File: src/rtl/vga_sprite_line_fetcher_if.sv
// Video-port bus between the sprite line fetcher (master) and the 4096x16 sprite RAM (slave).
interface vga_sprite_line_fetcher_if;
  logic [11:0] mem_address;
  logic        mem_chipselect;
  logic        mem_write;
  logic [1:0]  mem_byteenable;
  logic [15:0] mem_readdata;

  modport master (
    output mem_address, mem_chipselect, mem_write, mem_byteenable,
    input  mem_readdata
  );

  modport slave (
    input  mem_address, mem_chipselect, mem_write, mem_byteenable,
    output mem_readdata
  );
endinterface

File: src/rtl/vga_sprite_line_fetcher.sv
// Sprite line fetcher: loads one RGB565 sprite row into a line buffer each line, then serves pixels.
// Optional feature macro: SPRITE_HFLIP_EN (horizontal mirror on lookup).
module vga_sprite_line_fetcher #(
  parameter int          SPRITE_W    = 32,
  parameter int          SPRITE_H    = 32,
  parameter logic [15:0] TRANSPARENT = 16'hF81F
) (
  input  logic        clk,
  input  logic        reset_n,
  input  logic        i_line_start,
  input  logic [9:0]  i_line_y,
  input  logic        i_sprite_en,
  input  logic [1:0]  i_sprite_idx,
  input  logic [9:0]  i_sprite_x,
  input  logic [9:0]  i_sprite_y,
  input  logic        i_sprite_hflip,
  input  logic [9:0]  i_pixel_x,
  output logic [15:0] o_pixel_rgb,
  output logic        o_pixel_opaque,
  output logic        o_fetch_busy,
  vga_sprite_line_fetcher_if.master mem
);

  localparam int CW = $clog2(SPRITE_W);
  localparam int RW = $clog2(SPRITE_H);
  localparam logic [CW-1:0] LAST_COL = CW'(SPRITE_W - 1);

  typedef enum logic [1:0] {IDLE, FETCH, DRAIN} state_t;

  state_t        r_state, w_state_nxt;
  logic [CW-1:0] r_col;
  logic [RW-1:0] r_row;
  logic [1:0]    r_idx;
  logic [9:0]    r_sx;
  logic          r_line_valid;
  logic [11:0]   r_addr;
  logic [15:0]   r_pix_rgb;
  logic          r_pix_opaque;
  logic [15:0]   r_buf [SPRITE_W];

  logic          w_busy, w_cs, w_hit, w_in, w_opaque, w_cap_en;
  logic [9:0]    w_row, w_col;
  logic [CW-1:0] w_cap, w_ridx;
  logic [15:0]   w_c;

  assign w_row = i_line_y - i_sprite_y;
  assign w_hit = i_sprite_en && (w_row < 10'(SPRITE_H));

  always_ff @(posedge clk or negedge reset_n) begin
    if (!reset_n) r_state <= IDLE;
    else          r_state <= w_state_nxt;
  end

  // A line_start in any state restarts evaluation, which also aborts a fetch in flight.
  always_comb begin
    w_state_nxt = r_state;
    w_busy      = 1'b0;
    w_cs        = 1'b0;
    case (r_state)
      IDLE: ;
      FETCH: begin
        w_busy = 1'b1;
        w_cs   = 1'b1;
        if (r_col == LAST_COL) w_state_nxt = DRAIN;
      end
      DRAIN: begin
        w_busy      = 1'b1;
        w_state_nxt = IDLE;
      end
      default: w_state_nxt = IDLE;
    endcase
    if (i_line_start) w_state_nxt = w_hit ? FETCH : IDLE;
  end

  // r_addr always presents the word for the current col_cnt while in FETCH.
  always_ff @(posedge clk or negedge reset_n) begin
    if (!reset_n) begin
      r_col        <= '0;
      r_row        <= '0;
      r_idx        <= '0;
      r_sx         <= '0;
      r_line_valid <= 1'b0;
      r_addr       <= '0;
    end else if (i_line_start) begin
      r_col        <= '0;
      r_row        <= w_row[RW-1:0];
      r_idx        <= i_sprite_idx;
      r_sx         <= i_sprite_x;
      r_line_valid <= 1'b0;
      if (w_hit) r_addr <= 12'({i_sprite_idx, w_row[RW-1:0], {CW{1'b0}}});
    end else begin
      case (r_state)
        FETCH: begin
          if (r_col == LAST_COL) r_col <= '0;
          else begin
            r_col  <= r_col + CW'(1);
            r_addr <= 12'({r_idx, r_row, r_col + CW'(1)});
          end
        end
        DRAIN:   r_line_valid <= 1'b1;
        default: ;
      endcase
    end
  end

`ifdef SPRITE_HFLIP_EN
  logic r_hflip;
  always_ff @(posedge clk or negedge reset_n) begin
    if (!reset_n)          r_hflip <= 1'b0;
    else if (i_line_start) r_hflip <= i_sprite_hflip;
  end
`else
  logic w_unused_hflip;
  assign w_unused_hflip = i_sprite_hflip;
`endif

  // Read data trails the address by one cycle, so capture index lags col_cnt by one.
  assign w_cap_en = ((r_state == FETCH) && (r_col != '0)) || (r_state == DRAIN);
  assign w_cap    = (r_state == DRAIN) ? LAST_COL : r_col - CW'(1);

  always_ff @(posedge clk) begin
    if (w_cap_en) r_buf[w_cap] <= mem.mem_readdata;
  end

  assign w_col = i_pixel_x - r_sx;
  assign w_in  = r_line_valid && !w_busy && (w_col < 10'(SPRITE_W));
`ifdef SPRITE_HFLIP_EN
  assign w_ridx = r_hflip ? (LAST_COL - w_col[CW-1:0]) : w_col[CW-1:0];
`else
  assign w_ridx = w_col[CW-1:0];
`endif
  assign w_c      = r_buf[w_ridx];
  assign w_opaque = w_in && (w_c != TRANSPARENT);

  always_ff @(posedge clk or negedge reset_n) begin
    if (!reset_n) begin
      r_pix_rgb    <= '0;
      r_pix_opaque <= 1'b0;
    end else begin
      r_pix_opaque <= w_opaque;
      r_pix_rgb    <= w_opaque ? w_c : 16'h0000;
    end
  end

  assign o_pixel_rgb        = r_pix_rgb;
  assign o_pixel_opaque     = r_pix_opaque;
  assign o_fetch_busy       = w_busy;
  assign mem.mem_address    = r_addr;
  assign mem.mem_chipselect = w_cs;
  assign mem.mem_write      = 1'b0;
  assign mem.mem_byteenable = 2'b11;

endmodule

File: src/flat_wrapper.sv
// flat-port wrapper written by rule: the top's interface ports become plain ports
module vga_sprite_line_fetcher_flat 
#(
  parameter int          SPRITE_W    = 32,
  parameter int          SPRITE_H    = 32,
  parameter logic [15:0] TRANSPARENT = 16'hF81F
)
  (clk, reset_n, i_line_start, i_line_y, i_sprite_en, i_sprite_idx, i_sprite_x, i_sprite_y, i_sprite_hflip, i_pixel_x, o_pixel_rgb, o_pixel_opaque, o_fetch_busy, mem_mem_address, mem_mem_chipselect, mem_mem_write, mem_mem_byteenable, mem_mem_readdata);
  vga_sprite_line_fetcher_if mem_i ();
  input  logic clk;
  input  logic reset_n;
  input  logic i_line_start;
  input  logic [9:0] i_line_y;
  input  logic i_sprite_en;
  input  logic [1:0] i_sprite_idx;
  input  logic [9:0] i_sprite_x;
  input  logic [9:0] i_sprite_y;
  input  logic i_sprite_hflip;
  input  logic [9:0] i_pixel_x;
  output logic [15:0] o_pixel_rgb;
  output logic o_pixel_opaque;
  output logic o_fetch_busy;
  output wire logic [$bits(mem_i.mem_address)-1:0] mem_mem_address;
  output wire logic [$bits(mem_i.mem_chipselect)-1:0] mem_mem_chipselect;
  output wire logic [$bits(mem_i.mem_write)-1:0] mem_mem_write;
  output wire logic [$bits(mem_i.mem_byteenable)-1:0] mem_mem_byteenable;
  input wire logic [$bits(mem_i.mem_readdata)-1:0] mem_mem_readdata;
  assign mem_mem_address = mem_i.mem_address;
  assign mem_mem_chipselect = mem_i.mem_chipselect;
  assign mem_mem_write = mem_i.mem_write;
  assign mem_mem_byteenable = mem_i.mem_byteenable;
  assign mem_i.mem_readdata = mem_mem_readdata;
  vga_sprite_line_fetcher #(.SPRITE_W(SPRITE_W), .SPRITE_H(SPRITE_H), .TRANSPARENT(TRANSPARENT)) u_core (.clk(clk), .reset_n(reset_n), .i_line_start(i_line_start), .i_line_y(i_line_y), .i_sprite_en(i_sprite_en), .i_sprite_idx(i_sprite_idx), .i_sprite_x(i_sprite_x), .i_sprite_y(i_sprite_y), .i_sprite_hflip(i_sprite_hflip), .i_pixel_x(i_pixel_x), .o_pixel_rgb(o_pixel_rgb), .o_pixel_opaque(o_pixel_opaque), .o_fetch_busy(o_fetch_busy), .mem(mem_i));
endmodule
File: config.mk
export PLATFORM = sky130hd
export DESIGN_NAME = vga_sprite_line_fetcher_flat
export DESIGN_NICKNAME = d
export VERILOG_FILES = /design/src/rtl/vga_sprite_line_fetcher_if.sv /design/src/rtl/vga_sprite_line_fetcher.sv /design/src/flat_wrapper.sv
export SDC_FILE = /design/constraint.sdc
export NUM_CORES = 1
export LEC_CHECK = 0
export BUFFER_PORTS_ARGS = -buffer_cell sky130_fd_sc_hd__buf_2
export CORE_MARGIN = 1
export CORE_UTILIZATION = 55
export DETAILED_ROUTE_END_ITERATION = 12
export MAX_ROUTING_LAYER = met4
export PLACE_DENSITY = 0.77
export SYNTH_ARGS = -nofsm -noshare
export SYNTH_HDL_FRONTEND = slang
export SYNTH_SLANG_ARGS = --single-unit
File: constraint.sdc
create_clock -name clk -period 9.27 [get_ports clk]
set_input_delay 1.854 -clock clk [delete_from_list [all_inputs] [get_ports clk]]
set_output_delay 1.854 -clock clk [all_outputs]
set_load 0.01 [all_outputs]
==> results.cfg, run 1 <==
[layout]
fin_area_um2 = 25830
drive_gt1_share_pct = 31.48
fillers = 2682
final_nets = 1357
mostFrequentLayoutCells = 512 x edfxtp_1, 141 x mux4_2, 92 x buf_2
layout_commonest_cell = edfxtp_1
area_growth_syn_to_layout_pct = 13.17
insertedDiodeCount = 0

[cts]
cts_setup_buffers = 0
cts.clk_slew.worst_paths_ns = 0.06
htreeDepth = 2
holdBufCountCts = 0
tritoncts = built
cts_root_buffer = clkbuf_16
clock_path_buffers = 3
worst_skew_pair.late_latency_ns = 0.59
cts_buffers = 54
numClockSinks = 566
cts_resized = 0

[synthesis]
synthXorXnorAreaFrac_pct = 0.7676
synth_compound_area_share_pct = 1.288
yosysTopAreaCellShare_pct = 67.37
synth_edf_count = 512
netlist_instances = 1130
synth_area_um2 = 22820
ys_async_sr_fraction_pct = 9.541
synthAdderAreaFrac_pct = 1.546
synthFlopType = edfxtp_1
ys_ff_latch = 566
synth_cell_types = 50
yosys_warnings = 0
synth_top_area_cell = edfxtp_1
seq_area_frac_synth_pct = 73.29
synth_top_family_by_area = multiplexers
postSynthAreaPerCell_um2 = 20.20
synth.area.mux_share_pct = 18.19
synth-simple-area-share_pct = 2.983
ys_top_cells_by_area = edfxtp_1 67%, mux4_2 14%, dfrtp_1 5.9%, mux2i_1 2.9%, ha_1 1.4%

[power]
p_clk_share_pct = 37.0
switching_share_pct = 23.80
p_switching_uw = 1372
p_int_uw = 4391
pwr-share-seq_pct = 49.0
power_density_nw_per_um2 = 223.1
p_leak_uw = 0.008925
ir_drop_uv = 145.1
power_frac_comb_pct = 14.1

[critical_path]
r2r_cells = 9
critPathSlowestCell = fa_4
cpMostUsedCell = mux4_2
worstPathArrival_ns = 6.75
slowest_delay_ns = 1.41
crit_type = in2reg
cp-start-kind = primary input
r2r_slack_ns = 3.92
path_max_fanout = 64
reg2reg_to = u_core.o_pixel_rgb[11]
path_cells = buf_2 -> inv_1 -> ha_4 -> fa_4 -> buf_4 -> mux4_2 -> mux4_2 -> mux2i_1 -> nand4b_1 -> o31ai_2 -> nor2_1
reg2reg_from = u_core.r_sx[0]
crit_required_ns = 9.67
end_kind = flip-flop

[floorplan]
die_w_um = 205.7
start_util_pct = 55.89
die_h_um = 205.7
row_count = 74
ios = 97
dieArea_um2 = 42310
core_um2 = 40830

[sta]
finalHoldViolations = 0
rsz0062_at_grt = no
clock.fmax_ghz = 0.1574
final-setup-viol-count = 0
post-route-min-period_ns = 6.352
period_share_pct = 68.52
fin_setup_tns_ns = 0
maxSlewViolCount = 0
relSlewSlack_pct = 11.11
worstMarginPinSlew_ns = 1.332
clock_skew_ns = 0.02588

[flow_run]
maxCapViolCount = 0

[global_routing]
grt_pass1_wl_um = 73350
grt_pass1_vias = 11670
grt_use_total_pct = 25.32
grt_overflow = 0
antenna_found_initial = 0
grt_max_degree = 65

[drt]
route.vias.total = 11450
drc = 0
drtIter0Drc = 1381
wirelength_um = 50510
ant_nets = 0
firstDrtPassIters = 6
vias_per_cell = 6.207
routedWlPerCell_um = 27.39

[hold_path]
min_path_type = reg2reg
hold_end = u_core.r_row[3]
hp-start = u_core.r_row[3]
min_path_cells = 1

[place]
numPortBuffers = 92
dp_hpwl_um = 28640
dpl-instance-area_um2 = 24110
place_congestion = 0.8069

[status]
outcome = completed
## flip-flops by register name, summed over array words and instances (netlist names)
| name | count |
|---|---|
| u_core.mem.mem_address | 12 |
| u_core.o_pixel_opaque | 1 |
| u_core.o_pixel_rgb | 16 |
| u_core.r_buf | 512 |
| u_core.r_col | 5 |
| u_core.r_idx | 2 |
| u_core.r_line_valid | 1 |
| u_core.r_row | 5 |
| u_core.r_state | 2 |
| u_core.r_sx | 10 |
## Yosys cell counts, drive strengths merged, types with 8 or more instances
master  instances
clkbuf         16
a21oi           8
edfxtp        512
o21ai          19
mux4          144
inv            36
nand2          27
dfrtp          54
nor3           10
buf            36
mux2           20
mux2i          67
xnor2          11
nand3           8
nor2           74
xor2            9
ha             25
## through the flow
step           hold WS (ns)  total power [uW]  utilization, %  worst slack (ns)  cells
6_report             0.4916              5763           63.25             2.918   1844
5_1_grt              0.5040              5941           63.25             2.782   1844
4_1_cts              0.4959              5799           63.25             2.935   1844
3_5_place_dp         0.4826              3683           59.04             2.368   1743
3_3_place_gp         0.4771              3661           59.04             2.480   1743
2_1_floorplan        0.4673              3452               -             4.180   1131
## layer usage
layer  up-vias  routed length [um]  global-route usage, %
met5         -                   0                      -
met4         0                1763                  9.392
met3       126                4389                  4.197
met2       617               25480                  41.41
met1      5875               18880                  32.12
li1       4827                   -                      -
## logic make-up after synthesis
group	count (synthesis)
DFF	566
muxes	231
and+or+nand+nor	149
buffers and inverters	88
AOI/OAI and AO/OA	47
adders and majority gates	27
xor gates and xnor gates	20
other	2
## final cells by class
| type | count | area (um^2) | share of cell area (%) |
|---|---|---|---|
| inverter | 36 | 135.1 | 0.5232 |
| tap | 532 | 665.6 | 2.577 |
| timing repair buffer | 132 | 785.8 | 3.042 |
| sequential | 566 | 16730 | 64.76 |
| multi-input combinational | 477 | 5793 | 22.43 |
| clock buffer | 71 | 1466 | 5.678 |
| clock inverter | 30 | 254.0 | 0.9835 |
## power groups by stage
stage               clock network [uW]  logic, uW  registers [uW]
CTS                               2160        818            2820
detailed placement                   0        807            2880
global route                      2250        864            2820
global placement                     0        786            2870
floorplan                            0        568            2880
finish                            2130        811            2820
## critical path: cells and delay by family
kind | cells | cell delay (ns)
adders and majority gates | 2 | 1.57
and+or+nand+nor | 2 | 0.35
AOI/OAI and AO/OA | 1 | 1.00
muxes | 3 | 1.27
buffers and inverters | 3 | 0.58
## worst max path at each step
stage / start / endpoint
after floorplan: i_pixel_x[0] / u_core.o_pixel_rgb[11]
after CTS: i_pixel_x[0] / u_core.o_pixel_rgb[11]
after global placement: i_pixel_x[0] / u_core.o_pixel_rgb[0]
after detailed placement: i_pixel_x[0] / u_core.o_pixel_rgb[2]
after global routing: i_pixel_x[0] / u_core.o_pixel_rgb[11]
final: i_pixel_x[0] / u_core.o_pixel_rgb[11]
(Power assumes the default switching activity.)
==> run 2: changes to the inputs <==
clock period = 6.7 ns   (was 9.27 ns; I/O delays follow)
==> results.cfg, run 2 (synthesis gave the netlist of run 1 again) <==
[cts]
cts_root_buffer = clkbuf_16
cts_buffers = 54
numClockSinks = 566
cts_setup_buffers = 0
tritoncts = built
htreeDepth = 2
worst_skew_pair.late_latency_ns = 0.58
clock_path_buffers = 3
holdBufCountCts = 0
cts_resized = 0
cts.clk_slew.worst_paths_ns = 0.06

[power]
ir_drop_uv = 192.5
p_leak_uw = 0.008968
power_uw = 8069
power_density_nw_per_um2 = 311.3

[place]
dp_hpwl_um = 28290
numPortBuffers = 92
place_congestion = 0.8110

[global_routing]
grt_use_total_pct = 24.71
antenna_found_initial = 0
grt_overflow = 0
grt_pass1_wl_um = 72240
grt_max_degree = 58
grt_pass1_vias = 11340

[sta]
relSlewSlack_pct = 18.90
clock.fmax_ghz = 0.2061
final-setup-viol-count = 0
fin_setup_tns_ns = 0
post-route-min-period_ns = 4.853
finalHoldViolations = 0
worstMarginPinSlew_ns = 1.215
clock_skew_ns = 0.01408
period_share_pct = 72.43
maxSlewViolCount = 0
rsz0062_at_grt = no

[floorplan]
die_w_um = 205.7
die_h_um = 205.7
start_util_pct = 55.89
ios = 97
dieArea_um2 = 42310
core_um2 = 40830
row_count = 74

[status]
outcome = completed

[critical_path]
end_kind = flip-flop
worstPathArrival_ns = 5.30
path_max_fanout = 14
path_buf_inv = 3
crit_type = in2reg
crit_required_ns = 7.15
cp-start-kind = primary input
path_cells = buf_2 -> inv_1 -> ha_4 -> fa_4 -> nand2b_1 -> a21oi_1 -> xor2_4 -> mux4_2 -> mux2i_1 -> nand4b_1 -> o31ai_2 -> buf_4 -> nor2_1
slowest_delay_ns = 0.77
critPathSlowestCell = xor2_4
critPathTopFamily = multiplexers

[drt]
ant_nets = 0
route.vias.total = 11400
drtIter0Drc = 1335
routedWlPerCell_um = 26.82
drc = 0
wirelength_um = 49450
vias_per_cell = 6.184
firstDrtPassIters = 8

[layout]
largest_register_ffs = 512
insertedDiodeCount = 0
fillers = 2677
top_register = u_core.r_buf
drive_gt1_share_pct = 31.33
final_nets = 1356
layout_commonest_cell = edfxtp_1
mostFrequentLayoutCells = 512 x edfxtp_1, 141 x mux4_2, 92 x buf_2
area_growth_syn_to_layout_pct = 13.59

[hold_path]
min_path_type = reg2reg

[flow_run]
maxCapViolCount = 0
## run 2: worst paths after layout
| path | cells after the start | from | slack [ns] | endpoint |
|---|---|---|---|---|
| worst max-delay path | 13 | i_pixel_x[0] | 1.85 | u_core.o_pixel_rgb[0] |
| worst min-delay path | 1 | u_core.r_row[3] | 0.49 | u_core.r_row[3] |
| worst min register to register | 1 | u_core.r_row[3] | 0.49 | u_core.r_row[3] |
| min in group asynchronous | 2 | reset_n | 0.90 | u_core.r_sx[3] |
| worst max register to register | 11 | u_core.r_sx[0] | 2.35 | u_core.o_pixel_rgb[0] |
| max in group asynchronous | 2 | reset_n | 5.29 | u_core.o_pixel_rgb[9] |
## run 2: cell type report
type / instances / area, um^2 / share of cell area, %
clock buffer: 76 / 1548 / 5.971
tap: 532 / 665.6 / 2.568
inverter: 36 / 135.1 / 0.5213
multi-input combinational: 477 / 5793 / 22.35
clock inverter: 26 / 237.7 / 0.9171
timing repair buffer: 131 / 815.8 / 3.147
sequential: 566 / 16730 / 64.53
## run 2: metal layers
| metal | routed length (um) | track usage, % | share of wire [%] |
|---|---|---|---|
| met5 | 0 | - | 0 |
| met4 | 1318 | 8.016 | 2.7 |
| met3 | 4488 | 4.831 | 9.1 |
| met2 | 23940 | 37.84 | 48 |
| met1 | 19700 | 33.75 | 40 |
## run 2: through the flow
stage | instances | utilization [%] | setup WS, ns | hold slack, ns | area [um^2]
6_report | 1844 | 63.48 | 1.847 | 0.4946 | 25920
4_1_cts | 1844 | 63.48 | 1.884 | 0.4963 | 25920
3_5_place_dp | 1742 | 59.11 | 1.306 | 0.4831 | 24140
3_3_place_gp | 1742 | 59.11 | 1.358 | 0.4769 | 24140
5_1_grt | 1844 | 63.48 | 1.694 | 0.5104 | 25920
2_1_floorplan | 1131 | - | 2.124 | 0.4673 | 22820
## run 2: report_power, final
group / internal [uW] / switching, uW
Combinational: 532 / 598
Sequential: 3890 / 17.4
Clock: 1760 / 1270
Total: 6180 / 1890
